## src/rtl/ms_skid_reg.sv

```systemverilog
// ms_skid_reg: two-entry elastic pipeline register (main + skid) with registered handshake outputs.
// Define MS_SKID_FLUSH_EN to add the synchronous i_flush discard port.
module ms_skid_reg #(
    parameter int DATA_WIDTH = 32,
    parameter     REGNAME    = "defreg"
) (
    input  logic                  i_clk,
    input  logic                  i_rst,
`ifdef MS_SKID_FLUSH_EN
    input  logic                  i_flush,
`endif
    input  logic                  i_valid,
    output logic                  o_ready,
    input  logic [DATA_WIDTH-1:0] i_data,
    output logic                  o_valid,
    input  logic                  i_ready,
    output logic [DATA_WIDTH-1:0] o_data,
    output logic [1:0]            o_count
);
    typedef enum logic [1:0] {EMPTY = 2'd0, ONE = 2'd1, FULL = 2'd2} state_t;
    state_t state;
    logic [DATA_WIDTH-1:0] main_q, skid_q;
    logic up, dn;
    assign up      = i_valid && o_ready;
    assign dn      = o_valid && i_ready;
    assign o_valid = state != EMPTY;
    assign o_ready = state != FULL;
    assign o_data  = main_q;
    assign o_count = state;
    always_ff @(posedge i_clk) begin
        if (i_rst) begin
            state  <= EMPTY;
            main_q <= '0;
            skid_q <= '0;
        end
`ifdef MS_SKID_FLUSH_EN
        else if (i_flush) begin
            state <= EMPTY;
        end
`endif
        else begin
            case (state)
                EMPTY: if (up) begin
                    main_q <= i_data;
                    state  <= ONE;
                end
                ONE: if (up && dn) begin
                    main_q <= i_data;
                end else if (up) begin
                    skid_q <= i_data;
                    state  <= FULL;
                end else if (dn) begin
                    state  <= EMPTY;
                end
                FULL: if (dn) begin
                    main_q <= skid_q;
                    state  <= ONE;
                end
                default: state <= EMPTY;
            endcase
        end
    end
endmodule
```

## config.mk

```make
export PLATFORM = sky130hd
export DESIGN_NAME = ms_skid_reg
export DESIGN_NICKNAME = d
export VERILOG_FILES = /design/src/rtl/ms_skid_reg.sv
export SDC_FILE = /design/constraint.sdc
export NUM_CORES = 1
export LEC_CHECK = 0
export BUFFER_PORTS_ARGS = -buffer_cell sky130_fd_sc_hd__buf_4
export CAP_MARGIN = 10
export CORE_UTILIZATION = 25
export CTS_CLUSTER_DIAMETER = 80
export CTS_CLUSTER_SIZE = 10
export DETAILED_ROUTE_END_ITERATION = 6
export SLEW_MARGIN = 20
export SYNTH_ARGS = -nofsm -noshare
export SYNTH_HDL_FRONTEND = slang
export SYNTH_SLANG_ARGS = --single-unit
```

## constraint.sdc

```tcl
create_clock -name i_clk -period 1.4 [get_ports i_clk]
set_clock_uncertainty 0.2 [all_clocks]
set_input_delay 0.07 -clock i_clk [delete_from_list [all_inputs] [get_ports i_clk]]
set_output_delay 0.07 -clock i_clk [all_outputs]
set_load 0.1 [all_outputs]
```

==> results list <==
- Status: finished, violations left
* Violations in the final reports: design-rule violations, negative setup slack
- Largest cells by area after synthesis: sky130_fd_sc_hd__dfxtp_1 44%, sky130_fd_sc_hd__a211oi_2 13%, sky130_fd_sc_hd__mux2i_1 11%, sky130_fd_sc_hd__a211oi_1 8.5%, sky130_fd_sc_hd__nand2_1 8.1%
- The clock net in this run drives a total of 66 sinks.
- Final core utilization: 42.9%
- Number of enable flip-flop cells after synthesis: 0
- The signal on the critical path passes through and3b_2 -> a21o_4 -> clkbuf_16 -> a211oi_2.
- At the worst endpoint, the required time is 1.44 ns.
- The multi-input combinational cells in the finished layout cover a total of 0.00179 mm².
* Synthesized area: 0.00300 mm²
- Post-layout worst setup margin: -0.114 ns
- Gr ovfl total: 0
- At the end of routability-driven placement, the weighted congestion stood at 0.721.
- Measured along the x axis, the die boundary spans 111 µm.
* Antenna cells: 0
* Arrival @ worst endpoint: 1.55 ns
- The share of synthesized area in the top cell type comes to 44.1%.
- Slowest library cell on the worst path: sky130_fd_sc_hd__dfxtp_4
- Clock tree from TritonCTS: yes
- In this run, distinct cell masters in the synthesized netlist total 24.
* Syn. warnings: 0
- Actual slew at the worst max-slew pin: 0.327 ns
- In this run, CTS created clock tree buffers numbering 9.
- In this run, the number of DRC markers left after iteration 0 of detailed routing was 68.
- CP max stage delay: 0.37 ns
- The final route contains 2771 vias.
- The via count of the first global-routing pass is 2715.
* Placeable core area: 0.0116 mm²
* Post-route minimum period: 1.51 ns
* Longest Clk Path Bufs: 2
* Latest clock arrival within the worst-skew pair: 0.32 ns
- CTS placed an instance of sky130_fd_sc_hd__clkbuf_16 at the clock tree root.
- Drc violations: 4
- Overall die area: 0.0124 mm²
* Global-route wire length before repair: 13700 µm
- In this run the count of I/O pins placed on the die edge is 72.
- Fraction of layout instances using a drive strength above 1: 50.9%
- Type of destination of the critical path: flop
- Worst vdd rail ir drop: 0.562 mV
* Half-perimeter wire length after placement: 5490 µm
- Fraction of synthesis flops using an asynchronous set or reset pin: 0%
- Post-Synthesis Mean Instance Area: 9.73 µm²
- Number of slew-limit violations in the final report: 0
* Unrepaired setup endpoints after global routing: true
- Setup violations remaining at the end of the flow were counted as 62.
- Sequential element share of the synthesized area: 44.1%
- The biggest area contributor in the post-synthesis netlist is sky130_fd_sc_hd__dfxtp_1.
- Vias per Instance: 4.87
- Clock-pin slew reported for the worst setup and hold paths after clock tree synthesis: 0.05 ns
* Post-synth net total: 344
- Fmax achieved: 661 MHz
- Entering global routing, the biggest net connects 34 pins.
- The tool flagged a number of max-cap violations equal to 0.
* Routed wire per std cell: 16.0 µm
- The design draws 0.00574 W.
* Worst setup SP type: flop
- Across the whole layout, storage elements account for 0.00133 mm².
- Total routing usage reported by global routing: 14.1%
- The count of nets left with antenna violations once routing finished came out at 0.
- Gate Count Post-Synth: 308
- The final layout contains routed wiring with a total length of 9100 µm.
* Power density normalized to cell area: 1160 mW/mm²
* Row cnt: 39
* Flip-flop and latch count after synthesis: 66
* Worst-case headroom to the max-slew limit: 78.2%
- Ranking of synthesized cells by instance count: 66 x sky130_fd_sc_hd__dfxtp_1, 65 x sky130_fd_sc_hd__nand2_1, 34 x sky130_fd_sc_hd__a211oi_1, 33 x sky130_fd_sc_hd__a21oi_1, 32 x sky130_fd_sc_hd__mux2i_1
- The area growth from synthesis to layout is 65.5%.
- Maximum fanout count along the critical path: 8
- Static Leak: 2.15 nW
- In the synthesized netlist the dominant register cell turns out to be sky130_fd_sc_hd__dfxtp_1.
* Count leader, synth: sky130_fd_sc_hd__dfxtp_1
* Total of buffers placed on input and output ports: 71
* Number of iterations in the first detailed-routing pass: 7
- Portion of the clock cycle consumed by the worst path in the final layout: 108%
- Startpoint-to-endpoint class of the critical path: flop to flop
- Number of levels the H-tree was split into: 3
* Effective utilization at floorplan: 25.9%
* Number of antenna violations at the first check in global routing: 0
* Vertical die dimension: 111 µm
- Final hold viol count: 0
* Tightest Hold Check Type: primary input to flop
- FILL cells: 1083
- Nets: 459
==> critical path: cells and delay by family (launching register included) <==
family	cells	cell delay, ns
flops	1	0.37
simple gates	1	0.26
compound gates	2	0.42
buf+inv	1	0.18
==> layer usage <==
metal  share of wire (%)  track usage [%]
met1                  45             16.5
met2                  50             25.0
met3                 4.0             3.76
met4                0.78             4.50
met5                   0                0
==> what timing repair did <==
item	in CTS	in global routing
hold buffers	35	0
pin swaps	2	34
buffers inserted	7	3
hold endpoints to repair	66	0
endpoints found under the setup margin	67	69
resized for setup	21	81
cloned	1	4
==> cells in the final DEF, fill, tap and decap left out <==
master and n:
sky130_fd_sc_hd__a21o_1 1, sky130_fd_sc_hd__mux2i_1 32, sky130_fd_sc_hd__a211oi_2 36, sky130_fd_sc_hd__buf_8 2, sky130_fd_sc_hd__buf_4 76, sky130_fd_sc_hd__clkbuf_16 12, sky130_fd_sc_hd__or3b_1 1, sky130_fd_sc_hd__dfxtp_2 2
sky130_fd_sc_hd__nand2_1 37, sky130_fd_sc_hd__a21oi_2 26, sky130_fd_sc_hd__clkbuf_8 1, sky130_fd_sc_hd__and3b_2 1, sky130_fd_sc_hd__dfxtp_4 2, sky130_fd_sc_hd__dfxtp_1 62, sky130_fd_sc_hd__nor4bb_4 1, sky130_fd_sc_hd__or2_4 1
sky130_fd_sc_hd__a21o_4 1, sky130_fd_sc_hd__nand2_4 17, sky130_fd_sc_hd__clkinvlp_4 1, sky130_fd_sc_hd__clkbuf_1 1, sky130_fd_sc_hd__clkinv_2 2, sky130_fd_sc_hd__nand2b_4 1, sky130_fd_sc_hd__dlygate4sd3_1 35, sky130_fd_sc_hd__buf_12 14
sky130_fd_sc_hd__buf_6 8, sky130_fd_sc_hd__nand4bb_2 1, sky130_fd_sc_hd__nand2_2 11, sky130_fd_sc_hd__nor2_1 1, sky130_fd_sc_hd__and2_1 1, sky130_fd_sc_hd__a21oi_1 7, sky130_fd_sc_hd__o21a_1 1, sky130_fd_sc_hd__o21bai_1 1
sky130_fd_sc_hd__nor2b_4 1, sky130_fd_sc_hd__a211oi_1 28, sky130_fd_sc_hd__nand2b_1 1
==> sequential cells by signal, summed over array words and instances (netlist names) <==
signal   cells
o_data      32
skid_q      32
o_count      2
==> final timing paths <==
path                            cells after the start                       to  slack (ns)               startpoint
worst max register to register                      4  o_data[13]$_SDFFE_PP0P_       -0.11  o_count[1]$_SDFFE_PP0P_
worst min-delay path                                4  o_count[0]$_SDFFE_PP0P_        0.04                  i_ready
worst min register to register                      2   skid_q[6]$_SDFFE_PP0P_        0.25   skid_q[6]$_SDFFE_PP0P_
worst max-delay path                                4  o_data[13]$_SDFFE_PP0P_       -0.11  o_count[1]$_SDFFE_PP0P_
==> area by class of cell <==
cell class	instances	area share, %
multi-input combinational	208	36.2
sequential	66	26.8
clock buffer	11	4.89
clock inverter	3	0.353
tap	143	3.61
timing repair buffer	138	28.2
==> logic make-up (layout without fill, tap and decap cells) <==
group / count (synthesis) / in the layout / synth area share [%]
flops: 66 / 66 / 44.1
buf+inv: 34 / 152 / 6.81
compound gates: 101 / 101 / 27.8
mux: 32 / 32 / 10.7
simple gates: 75 / 75 / 10.6
==> power breakdown <==
group	internal, W	switching, W
logic	0.000571	0.00111
clock network	0.00122	0.000760
registers	0.00200	0.0000817
==> per-stage QoR <==
stage	cell area [µm²]	hold WS (ns)	instances	setup slack (ns)	setup TNS, ns
finish	4960	0.0358	569	-0.114	-4.97
global route	4960	0.0504	569	-0.174	-8.68
CTS	4570	0.0122	564	-0.101	-3.47
detailed placement	3810	0.137	507	-0.112	-3.46
global placement	3810	0.130	507	-0.120	-2.00
floorplan	3070	0.00596	308	-0.301	-11.84
(Power assumes the default switching activity.)
